## src/rtl/at93c46d_pkg.sv

```systemverilog
// Shared types and command encodings for the AT93C46D (x16) transaction sequencer.
package at93c46d_pkg;

    typedef enum logic [2:0] {
        OP_READ  = 3'd0,
        OP_WRITE = 3'd1,
        OP_ERASE = 3'd2,
        OP_WRAL  = 3'd3,
        OP_ERAL  = 3'd4
    } op_t;

    localparam logic [1:0] OPC_EXT   = 2'b00;
    localparam logic [1:0] OPC_WRITE = 2'b01;
    localparam logic [1:0] OPC_READ  = 2'b10;
    localparam logic [1:0] OPC_ERASE = 2'b11;

    localparam logic [7:0] CMD_EWEN = 8'h30;
    localparam logic [7:0] CMD_EWDS = 8'h00;
    localparam logic [7:0] CMD_WRAL = 8'h10;
    localparam logic [7:0] CMD_ERAL = 8'h20;

    typedef enum logic [2:0] {
        ST_IDLE,
        ST_ISSUE,
        ST_WAIT,
        ST_PROG,
        ST_DONE
    } state_t;

    typedef enum logic [1:0] {
        STEP_EWEN,
        STEP_MAIN,
        STEP_EWDS
    } step_t;

    function automatic logic op_is_legal(input logic [2:0] op);
        return op <= 3'd4;
    endfunction

    function automatic logic op_has_data(input logic [2:0] op);
        return (op == OP_WRITE) || (op == OP_WRAL);
    endfunction

    // Engine command word for the operation itself (not the EWEN/EWDS wrapper).
    function automatic logic [7:0] main_cmd(input logic [2:0] op, input logic [5:0] addr);
        case (op)
            OP_READ:  return {OPC_READ, addr};
            OP_WRITE: return {OPC_WRITE, addr};
            OP_ERASE: return {OPC_ERASE, addr};
            OP_WRAL:  return CMD_WRAL;
            OP_ERAL:  return CMD_ERAL;
            default:  return {OPC_EXT, 6'd0};
        endcase
    endfunction

endpackage

```

## src/rtl/at93c46d_xfer_watch.sv

```systemverilog
// Supervises one engine transfer: waits for eng_busy to rise (bounded by
// START_TIMEOUT) and then to fall, reporting done or timeout.
module at93c46d_xfer_watch
    import at93c46d_pkg::*;
#(
    parameter int START_TIMEOUT = 16
) (
    input  logic clk,
    input  logic rst,
    input  logic start,
    input  logic eng_busy,
    output logic done,
    output logic timeout
);

    localparam int CW = $clog2(START_TIMEOUT + 1);

    logic          active;
    logic          seen;
    logic [CW-1:0] cnt;

    assign done    = active && seen && !eng_busy;
    assign timeout = active && !seen && !eng_busy && (cnt >= CW'(START_TIMEOUT));

    // An engine already busy on the start cycle counts as the start being seen.
    always_ff @(posedge clk) begin
        if (rst) begin
            active <= 1'b0;
            seen   <= 1'b0;
            cnt    <= '0;
        end else if (start) begin
            active <= 1'b1;
            seen   <= eng_busy;
            cnt    <= CW'(1);
        end else if (active) begin
            if (done || timeout) begin
                active <= 1'b0;
            end else begin
                if (eng_busy)
                    seen <= 1'b1;
                if (cnt != CW'(START_TIMEOUT))
                    cnt <= cnt + CW'(1);
            end
        end
    end

endmodule

```

## src/rtl/at93c46d_ctrl.sv

```systemverilog
// Host-side sequencer for the AT93C46D bit engine: expands one high-level
// operation into EWEN / op / programming wait / EWDS and reports the result.
module at93c46d_ctrl
    import at93c46d_pkg::*;
#(
    parameter int T_WP_CYCLES   = 1250000,
    parameter int START_TIMEOUT = 16,
    parameter int TWP_W         = 24
) (
    input  logic        clk,
    input  logic        rst,
    input  logic        cmd_valid,
    output logic        cmd_ready,
    input  logic [2:0]  cmd_op,
    input  logic [5:0]  cmd_addr,
    input  logic [15:0] cmd_wdata,
    output logic        resp_valid,
    output logic [15:0] resp_rdata,
    output logic        resp_err,
    output logic        busy,
    output logic        eng_start,
    output logic [7:0]  eng_cmd,
    output logic [15:0] eng_wdata,
    input  logic        eng_busy,
    input  logic [15:0] eng_rdata
);

    state_t           state;
    step_t            step;
    logic [2:0]       op_q;
    logic [5:0]       addr_q;
    logic [15:0]      wdata_q;
    logic             err_q;
    logic [TWP_W-1:0] prog_cnt;
    logic             xfer_done;
    logic             xfer_timeout;

    at93c46d_xfer_watch #(
        .START_TIMEOUT(START_TIMEOUT)
    ) u_watch (
        .clk     (clk),
        .rst     (rst),
        .start   (eng_start),
        .eng_busy(eng_busy),
        .done    (xfer_done),
        .timeout (xfer_timeout)
    );

    // eng_start is raised together with the move into ISSUE so the pulse
    // coincides with that state; eng_cmd/eng_wdata then hold until the next ISSUE.
    always_ff @(posedge clk) begin
        if (rst) begin
            state      <= ST_IDLE;
            step       <= STEP_EWEN;
            op_q       <= '0;
            addr_q     <= '0;
            wdata_q    <= '0;
            err_q      <= 1'b0;
            prog_cnt   <= '0;
            cmd_ready  <= 1'b0;
            resp_valid <= 1'b0;
            resp_rdata <= '0;
            resp_err   <= 1'b0;
            busy       <= 1'b0;
            eng_start  <= 1'b0;
            eng_cmd    <= '0;
            eng_wdata  <= '0;
        end else begin
            eng_start  <= 1'b0;
            resp_valid <= 1'b0;
            resp_err   <= 1'b0;
            case (state)
                ST_IDLE: begin
                    cmd_ready <= 1'b1;
                    busy      <= 1'b0;
                    if (cmd_valid && cmd_ready) begin
                        op_q      <= cmd_op;
                        addr_q    <= cmd_addr;
                        wdata_q   <= cmd_wdata;
                        cmd_ready <= 1'b0;
                        busy      <= 1'b1;
                        err_q     <= !op_is_legal(cmd_op);
                        if (!op_is_legal(cmd_op)) begin
                            state <= ST_DONE;
                        end else begin
                            eng_start <= 1'b1;
                            eng_wdata <= '0;
                            state     <= ST_ISSUE;
                            if (cmd_op == OP_READ) begin
                                step    <= STEP_MAIN;
                                eng_cmd <= main_cmd(cmd_op, cmd_addr);
                            end else begin
                                step    <= STEP_EWEN;
                                eng_cmd <= CMD_EWEN;
                            end
                        end
                    end
                end
                ST_ISSUE: state <= ST_WAIT;
                ST_WAIT: begin
                    // A READ never enabled writes, so its timeout needs no EWDS.
                    if (xfer_timeout) begin
                        err_q <= 1'b1;
                        if (step == STEP_EWDS || op_q == OP_READ) begin
                            state <= ST_DONE;
                        end else begin
                            step      <= STEP_EWDS;
                            eng_cmd   <= CMD_EWDS;
                            eng_wdata <= '0;
                            eng_start <= 1'b1;
                            state     <= ST_ISSUE;
                        end
                    end else if (xfer_done) begin
                        case (step)
                            STEP_EWEN: begin
                                step      <= STEP_MAIN;
                                eng_cmd   <= main_cmd(op_q, addr_q);
                                eng_wdata <= op_has_data(op_q) ? wdata_q : 16'h0000;
                                eng_start <= 1'b1;
                                state     <= ST_ISSUE;
                            end
                            STEP_MAIN: begin
                                if (op_q == OP_READ) begin
                                    resp_rdata <= eng_rdata;
                                    state      <= ST_DONE;
                                end else begin
                                    prog_cnt <= TWP_W'(T_WP_CYCLES - 1);
                                    state    <= ST_PROG;
                                end
                            end
                            default: state <= ST_DONE;
                        endcase
                    end
                end
                ST_PROG: begin
                    if (prog_cnt == '0) begin
                        step      <= STEP_EWDS;
                        eng_cmd   <= CMD_EWDS;
                        eng_wdata <= '0;
                        eng_start <= 1'b1;
                        state     <= ST_ISSUE;
                    end else begin
                        prog_cnt <= prog_cnt - TWP_W'(1);
                    end
                end
                ST_DONE: begin
                    resp_valid <= 1'b1;
                    resp_err   <= err_q;
                    busy       <= 1'b0;
                    state      <= ST_IDLE;
                end
                default: state <= ST_IDLE;
            endcase
        end
    end

endmodule

```

## config.mk

```make
export PLATFORM = sky130hd
export DESIGN_NAME = at93c46d_ctrl
export DESIGN_NICKNAME = d
export VERILOG_FILES = /design/src/rtl/at93c46d_pkg.sv /design/src/rtl/at93c46d_xfer_watch.sv /design/src/rtl/at93c46d_ctrl.sv
export SDC_FILE = /design/constraint.sdc
export NUM_CORES = 1
export LEC_CHECK = 0
export ABC_AREA = 1
export BUFFER_PORTS_ARGS = -buffer_cell sky130_fd_sc_hd__buf_2
export CAP_MARGIN = 15
export CORE_MARGIN = 8
export CORE_UTILIZATION = 28
export CTS_BUF_LIST = sky130_fd_sc_hd__clkbuf_4 sky130_fd_sc_hd__clkbuf_8 sky130_fd_sc_hd__clkbuf_16
export CTS_CLUSTER_DIAMETER = 150
export DETAILED_ROUTE_END_ITERATION = 10
export PLACE_DENSITY = 0.54
export SLEW_MARGIN = 0
export SYNTH_ARGS = -nofsm -noshare
export SYNTH_HDL_FRONTEND = slang
export SYNTH_SLANG_ARGS = --single-unit
```

## constraint.sdc

```tcl
create_clock -name clk -period 4 [get_ports clk]
set_input_delay 0 -clock clk [delete_from_list [all_inputs] [get_ports clk]]
set_output_delay 0 -clock clk [all_outputs]
set_load 0.01 [all_outputs]
```

# Word level (Yosys, flattened, before mapping)
# Index checks and enable logic that the tools add are counted.
# totals
reg_bits,107
elab_cells,154
inputBits,45
output_inout_bits,45
# op_classes
magnitude_cmp,2
reduce_logical,35
n_mux,69
n_addsub,2
bitwise,3
eq_ne,24
# ops
operator,n
16-bit 2-to-1 mux,8
24-bit 2-to-1 mux,5
8-bit 2-to-1 mux,8
16-bit case mux with 3 select lines,1
24-bit case mux with 2 select lines,1
8-bit case mux with 5 select lines,1
24-bit logical NOT,1
1-bit 2-to-1 mux,24
8-bit case mux with 3 select lines,1
24-bit by 1-bit subtractor with 24-bit output (second input constant),1
3-bit 2-to-1 mux,7
2-bit inequality test (second input constant),8
3-bit AND reduction,5
2-bit 2-to-1 mux,7
3-bit by 2-bit == test with 1-bit output (second input constant),4
3-bit case mux with 4 select lines,1
2-bit nonzero test,6
3-bit logical NOT,3
7-bit AND reduction,1
3-bit by 1-bit == test with 1-bit output (second input constant),2
3-bit == test (second input constant),2
1-bit logical AND,6
3-bit by 1-bit inequality test with 1-bit output (second input constant),2
2-bit case mux with 3 select lines,1
20 further kinds,29

# Longest topological paths before layout
# Gate-level depths: netlist (run 1).
# depth
ltp_word,8
depth_mapped,12
mapped_depth_nobuf,11

# Cells and area by module
# Synthesis (run 1) repeated with hierarchy kept, for this count alone.
# hier_totals
hier_cells,759
hier_area_um2,5176.2
# by_module_without_submodules
module,area_each_um2,n_inst,seq_area_each_um2,cells_each
at93c46d_ctrl,4763.3,1,2001.9,698
at93c46d_xfer_watch,412.9,1,140.1,61

# Worst setup path after synthesis (run 1)
# No wires, ideal clock.
# synth_timing
kind,reg2reg
start,register prog_cnt[0]
end,register prog_cnt[12]
arrival_time_ps,1476
period_less_slack_ps,1608
path_stages_with_launch,11
required_ps,3868
slack_ps,2392
path_buffers,1
path_cell_list,dfxtp_1 inv_1 ha_1 nand2_2 nor2_4 nand4_2 nand2_4 inv_4 buf_4 nand2_1 a21oi_1
# synth_via
elab_chain_len,3
elab_cells_between_ends,6
classes_between,1 x add/sub; 1 x eq/ne; 2 x mux; 2 x reduce/logical
# synth_rtl
item,line_no,rtl
"start, declared",at93c46d_ctrl.sv:34,logic [TWP_W-1:0] prog_cnt;
"start signal, assigned",at93c46d_ctrl.sv:127,prog_cnt <= TWP_W'(T_WP_CYCLES - 1);
"start signal, assigned",at93c46d_ctrl.sv:143,prog_cnt <= prog_cnt - TWP_W'(1);
24-bit by 1-bit subtractor with 24-bit output / 24-bit logical NOT (equally long branches),"at93c46d_ctrl.sv:143, at93c46d_ctrl.sv:136",
24-bit 2-to-1 mux / 2-bit inequality test (equally long branches),n/a,
24-bit case mux with 2 select lines / 6-bit AND reduction (equally long branches),n/a,
# Several ways; a longest one is shown, not always the timed one. The select of a mux whose other input is x is not followed.
# A chain may end at the register's enable or synchronous reset.

# Worst setup path in the final report (run 1)
# layout_timing
start,register prog_cnt[0]
end,register state[1]
# layout_via
elab_chain_len,3
# layout_rtl
item,line_no,rtl
24-bit logical NOT,at93c46d_ctrl.sv:136,if (prog_cnt == '0) begin
2-bit inequality test (no line),n/a,
3-bit AND reduction (no line),n/a,
"end signal, assigned",at93c46d_ctrl.sv:131,default: state <= ST_DONE;
"end signal, assigned",at93c46d_ctrl.sv:141,state <= ST_ISSUE;
"end signal, assigned",at93c46d_ctrl.sv:150,state <= ST_IDLE;
"end, declared",at93c46d_ctrl.sv:28,state_t state;
# Every way passes these cells.

==> results of run 1 <==
where the power goes:
group          switching, uW  internal [uW]  total (uW)
logic                   1140            648        1790
registers                136           1260        1400
clock network            434            438         872
state kept, by name (all words and copies together), names as in the netlist:
register        flops
busy                1
state               3
op_q                3
eng_wdata          16
u_watch.cnt         5
step                2
u_watch.active      1
cmd_ready           1
eng_start           1
err_q               1
addr_q              6
resp_rdata         16
wdata_q            16
eng_cmd             8
u_watch.seen        1
resp_valid          1
prog_cnt           24
resp_err            1
cells in the mapped netlist, types with 2 or more instances:
cell type	instances
a211oi_1	2
a21boi_0	2
a21oi_1	57
a21oi_2	10
buf_1	2
buf_2	8
buf_4	4
buf_6	3
clkbuf_1	14
clkinv_1	2
dfxtp_1	107
ha_1	3
inv_1	46
inv_2	7
nand2_1	150
nand2_2	3
nand3_1	58
nand3_2	2
nand4_1	8
nand4_2	2
nor2_1	176
nor2_2	5
nor2_4	4
nor3_1	8
o21ai_0	53
o21ai_1	4
o21bai_1	2
or2_2	5
xnor2_1	2
xor2_1	2
cell families after synthesis:
kind of cell / share of synthesized area, %
xor+xnor: 0.681
buf+inv: 7.62
flops: 41.7
compound gates: 14.0
simple gates: 35.3
fa+ha+maj: 0.730
layer usage:
metal,GRT usage [%],share of wire [%],vias to the layer above
li1,-,-,2688
met1,16.6,50,2266
met2,20.2,45,88
met3,2.91,3.6,10
met4,3.97,1.2,0
met5,0,0,-
critical path, stage by stage, from the launching register on:
cell and delay (ns):
dfxtp_1 0.30, inv_1 0.10, ha_1 0.25, nand2_2 0.13, nor2_4 0.20, nand3_1 0.14
nand2_2 0.07, buf_4 0.49, nand3_1 0.24, o21ai_0 0.21, nor2_1 0.05
through the flow:
step / area (um2) / setup slack [ns]
floorplan: 5140 / 2.39
global placement: 5730 / 1.71
detailed placement: 5730 / 1.68
CTS: 6430 / 1.66
global route: 6430 / 1.48
finish: 6430 / 1.67
area by class of cell:
class                   count  area [um2]  area share [%]
clock buffers              10         233            3.62
clock inverters             5        47.5           0.740
inverters                  56         213            3.31
multi-input cells         564        2610            40.6
flip-flops and latches    107        2140            33.3
well taps                 229         287            4.46
repair buffers            135         896            13.9
worst paths after layout:
kind               start  slack (ns)   endpoint
min reg2reg    addr_q[4]        0.46  addr_q[4]
max          prog_cnt[0]        1.67   state[1]
max reg2reg  prog_cnt[0]        1.67   state[1]
min            cmd_valid        0.11  cmd_ready
==> metrics.md, run 1 <==
| Metric | Value |
|---|---|
| Status | complete, no violations |
| Crit start category | flip-flop |
| Number of DRC markers in iteration 0 | 286 |
| Share of layout cells above drive strength 1 | 17.0% |
| Final Total Pwr | roughly 4100 uW |
| Worst Reg-to-Reg Cells | 10 |
| Worst Skew | a little under 0.009 ns |
| CTS tree | done |
| Drc violations | 0 |
| # Max-Cap Violations | 0 |
| Worst min path class | input port to flip-flop |
| Std cell rows | slightly below 50 |
| Crit end category | flip-flop |
| Ant. Diodes | 0 |
| CTS root buffer | clkbuf_16 |
| Global-route wire length before repair | between 20 and 25 mm |
| Final cell count without fillers | 1106 |
| Distinct cells, synth | 38 |
| Routed via count | about 5000 |
| Final Hold Viols | 0 |
| Static Leak | slightly below 0.003 uW |
| Cells after Synth | about 760 |
| Power Dens Cells | around 630 nW/um2 |
| Fin nets | 921 |
| Wirelength, routed | roughly 14 mm |
| Post-CTS resize count | 0 |
| Total core area | approximately 18000 um2 |
| CTS Buffer Depth | 2 |
| Mean routed wirelength per cell | approximately 13 um |
| Top-area cell type share of the netlist area | between 40% and 50% |
| Via density per instance | 4.57 |
| Cts hold-fix bufs | 42 |
| Drt first pass iters | 4 |
| Clock transition at the registers of the reported paths | approximately 0.080 ns |
| H-Tree Depth | 3 |
| Post-CTS setup buffer count | 0 |
| Yosys warnings | 0 |
| Total gr overflow | 0 |
| Primary FF master, synth | dfxtp_1 |
| Placed wire-length estimate | ~9.7 mm |
| Die area | roughly 23000 um2 |
| Async S/R FF share, synth | 0% |
| Largest net degree at the start of global routing | approximately 70 |
| Area leader, netlist | dfxtp_1 |
| Tightest hold margin | between 0.1 and 0.15 ns |
| Critical path type | flip-flop to flip-flop |
| Mean Syn Cell Area | just under 7 um2 |
| Crit-path max FO | 52 |
| Chip Width | ~150 um |
| # setup viols final | 0 |
| DIE HEIGHT | approximately 150 um |
| Net Count, Synth | just over 800 |
| Flops & latches, synth | 107 |
| CTS sink cnt | 107 |
| Initial Utilization | 28.5% |
| Worst vdd ir | approximately 0.25 mV |
| Synth-to-layout area growth | 25.0% |
| Worst slew margin | approximately 47% |
| EDFF count, synth | 0 |
| Slew Limit Fails | 0 |
| Number of global-route vias before repair | approximately 4800 |
| Minimum clock period | about 2.3 ns |
| GPL Wtd Cong | ~0.8 |
| Synth top area cells | dfxtp_1 (42%), nor2_1 (13%), nand2_1 (11%) |
| Required time of the critical path | 4.22 ns |
| Actual slew at the worst max-slew pin | 0.789 ns |
| Initial antenna violation count | 0 |
| Most frequent cells in the layout | nor2_1 (176), nand2_1 (150), dfxtp_1 (107) |
| Crit path DAT | about 2.6 ns |
| IO Port Bufs | 89 |
| Max frequency | roughly 430 MHz |
| Sequential-to-total area share from yosys stat | about two fifths |
| Layout Utilization | a little over a third |
| Antenna Violating Nets Remaining | 0 |
| Period utilisation layout | between 50 and 60% |
| Inst Count DP | ~1000 |
| Top Ports | 90 |
| Mapped cell area | about 5000 um2 |
| Setup TNS | 0 ns |
| RSZ-0062 raised after global routing | no |
| Commonest non-fill, non-tap cell in the layout | nor2_1 |
| GRT Total Usage | between 10% and 20% |
| Fill cells | 1957 |
| Total CTS buffers | 9 |
| Worst-Skew Late Latency | 0.35 ns |
| Hold path cells | 4 |
Power figures use the tool's default switching activity.
==> inputs of run 2 (changes only) <==
Clock period 4 ns to 2.4 ns, I/O delays scaled along.
==> run 2 against run 1 <==
Register-to-register slack worse by 1.3 ns. Worst setup slack worse by 1.3 ns. Critical path depth unchanged. Global-route usage down 0.14 points. Routed wire length down 0.33%.
==> metrics.md, run 2 (same netlist as run 1, synthesis figures left out) <==
| Metric | Value |
|---|---|
| Worst Skew | around 0.012 ns |
| Critical R2R Capture | eng_wdata[6] |
| Initial Utilization | between 20% and 30% |
| Post-place setup slack | 0.418 ns |
| Status | complete, no violations |
| Largest net degree at the start of global routing | ~50 |
| CTS Buffer Depth | 2 |
| Crit path DAT | 2.25 ns |
| Met1 global-route usage | approximately 17% |
| Slew Limit Fails | 0 |
| Period utilisation layout | between 80% and 90% |
| Initial antenna violation count | 0 |
| Post-CTS resize count | 0 |
| Fin nets | between 900 and 1000 |
| Most frequent cells in the layout | nor2_1 (176), nand2_1 (150), dfxtp_1 (107) |
| Worst slew margin | roughly 47% |
| Crit end category | flip-flop |
| Number of DRC markers in iteration 0 | 305 |
| # Max-Cap Violations | 0 |
| Antenna Violating Nets Remaining | 0 |
| Min-delay src | cmd_valid |
| Clock transition at the registers of the reported paths | 0.08 ns |
| Crit-path max FO | 39 |
| Delay of the slowest critical-path stage | approximately 0.30 ns |
| PnR worst setup slack | slightly above 0.4 ns |
| # setup viols final | 0 |
| Synth-to-layout area growth | 26.0% |
| DIE HEIGHT | around 150 um |
| R2R Setup Slk | slightly above 0.4 ns |
| Top Ports | 90 |
| Mean routed wirelength per cell | around 13 um |
| Worst min path class | input port to flip-flop |
| Critical Path End | eng_wdata[6] |
| M3 GR Usage | under 10% |
| IO Port Bufs | 89 |
| Worst-path cell chain | inv_1 -> ha_1 -> nand2_2 -> nor2_4 -> nand3_1 -> nand2_2 -> buf_12 -> nand3_1 -> nand2_1 -> nor2_1 |
| Most flop-heavy register | prog_cnt |
| Final Hold Viols | 0 |
| RSZ-0062 raised after global routing | no |
| Worst vdd ir | 0.531 mV |
| Total core area | 18000 um2 |
| CTS sink cnt | between 100 and 150 |
| Worst-Skew Late Latency | about 0.36 ns |
| GPL Wtd Cong | roughly 0.77 |
| Max reg flops | 24 |
| CTS root buffer | clkbuf_16 |
| Crit start category | flip-flop |
| Routed via count | between 4000 and 5000 |
| Commonest non-fill, non-tap cell in the layout | nor2_1 |
| Share of layout cells above drive strength 1 | about 17% |
| Placed wire-length estimate | ~10 mm |
| Setup TNS | 0 ns |
| Drt first pass iters | 4 |
| Worst setup path start | prog_cnt[0] |
| Std cell rows | 49 |
| GRT met2 Usage | a little under a fifth |
| H-Tree Depth | 3 |
| Slowest stage cell, crit path | dfxtp_1 |
| Total CTS buffers | 9 |
| Chip Width | 152 um |
| Minimum clock period | 2.00 ns |
| Static Leak | around 0.0029 uW |
| Required time of the critical path | about 2.7 ns |
| Number of global-route vias before repair | 4632 |
| Drc violations | 0 |
| CTS tree | done |
| Max frequency | 501 MHz |
| Ant. Diodes | 0 |
| Global-route wire length before repair | around 23 mm |
| Via density per instance | 4.48 |
| Actual slew at the worst max-slew pin | roughly 0.79 ns |
| RR Startpoint | prog_cnt[0] |
| Wirelength, routed | 14.2 mm |
| Grt peak-use layer | met2 |
| Worst Reg-to-Reg Cells | 10 |
| Power Dens Cells | between 1000 and 1500 nW/um2 |
| GRT Total Usage | ~13% |
| Total gr overflow | 0 |
| Die area | 23000 um2 |
| Critical path type | flip-flop to flip-flop |
run 2: cell count changes in the layout (fill, tap and decap cells not counted):
| cell | delta |
|---|---|
| buf_12 | +2 |
| buf_4 | +1 |
| clkbuf_4 | -1 |
| clkinv_2 | +1 |
| clkinv_4 | -2 |
| clkinv_8 | +1 |
| inv_6 | +1 |
run 2: where the power goes:
group          switching (uW)  total (uW)  internal, uW
clock                     747        1470           726
sequential                235        2340          2110
combinational            1890        3010          1130
total                    2870        6830          3960
run 2: final cells by class:
type                    instances  area (um2)
inverters                      56         213
clock buffers                   9         225
clock inverters                 6        60.1
repair buffers                138         943
flip-flops and latches        107        2140
fillers                      1940       11500
multi-input cells             564        2610
well taps                     229         287
run 2: critical path, delay by kind of cell, from the launching register on:
family	cells	cell delay (ns)
flip-flops	1	0.30
buffers and inverters	2	0.36
adder cells (fa/ha/maj)	1	0.25
AND/OR/NAND/NOR	7	0.96
run 2: worst min path at each step:
stage | end | cells after the start
after floorplan | u_watch.active | 1
after global placement | wdata_q[7] | 3
after detailed placement | wdata_q[5] | 3
after CTS | cmd_ready | 4
after global routing | err_q | 4
final | cmd_ready | 4
run 2: routing by layer:
metal,wire (um),up-vias
met5,0,-
met4,182,0
met3,677,13
met2,6310,104
met1,6990,2175
li1,-,2681
run 2: repair_timing:
| item | in CTS | in global routing |
|---|---|---|
| buffers inserted | 0 | 0 |
| hold buffers | 42 | 0 |
| hold endpoints to repair | 42 | 0 |
run 2: through the flow:
step | hold slack (ns) | instance area (um2) | std cells | total power (uW) | util, %
floorplan | 0.0841 | 5140 | 759 | 4700 | -
detailed placement | 0.229 | 5770 | 1052 | 5350 | 32.0
global placement | 0.224 | 5770 | 1052 | 5310 | 32.0
finish | 0.0999 | 6480 | 1109 | 6830 | 35.9
global route | 0.142 | 6480 | 1109 | 7410 | 35.9
CTS | 0.0817 | 6480 | 1109 | 6900 | 35.9
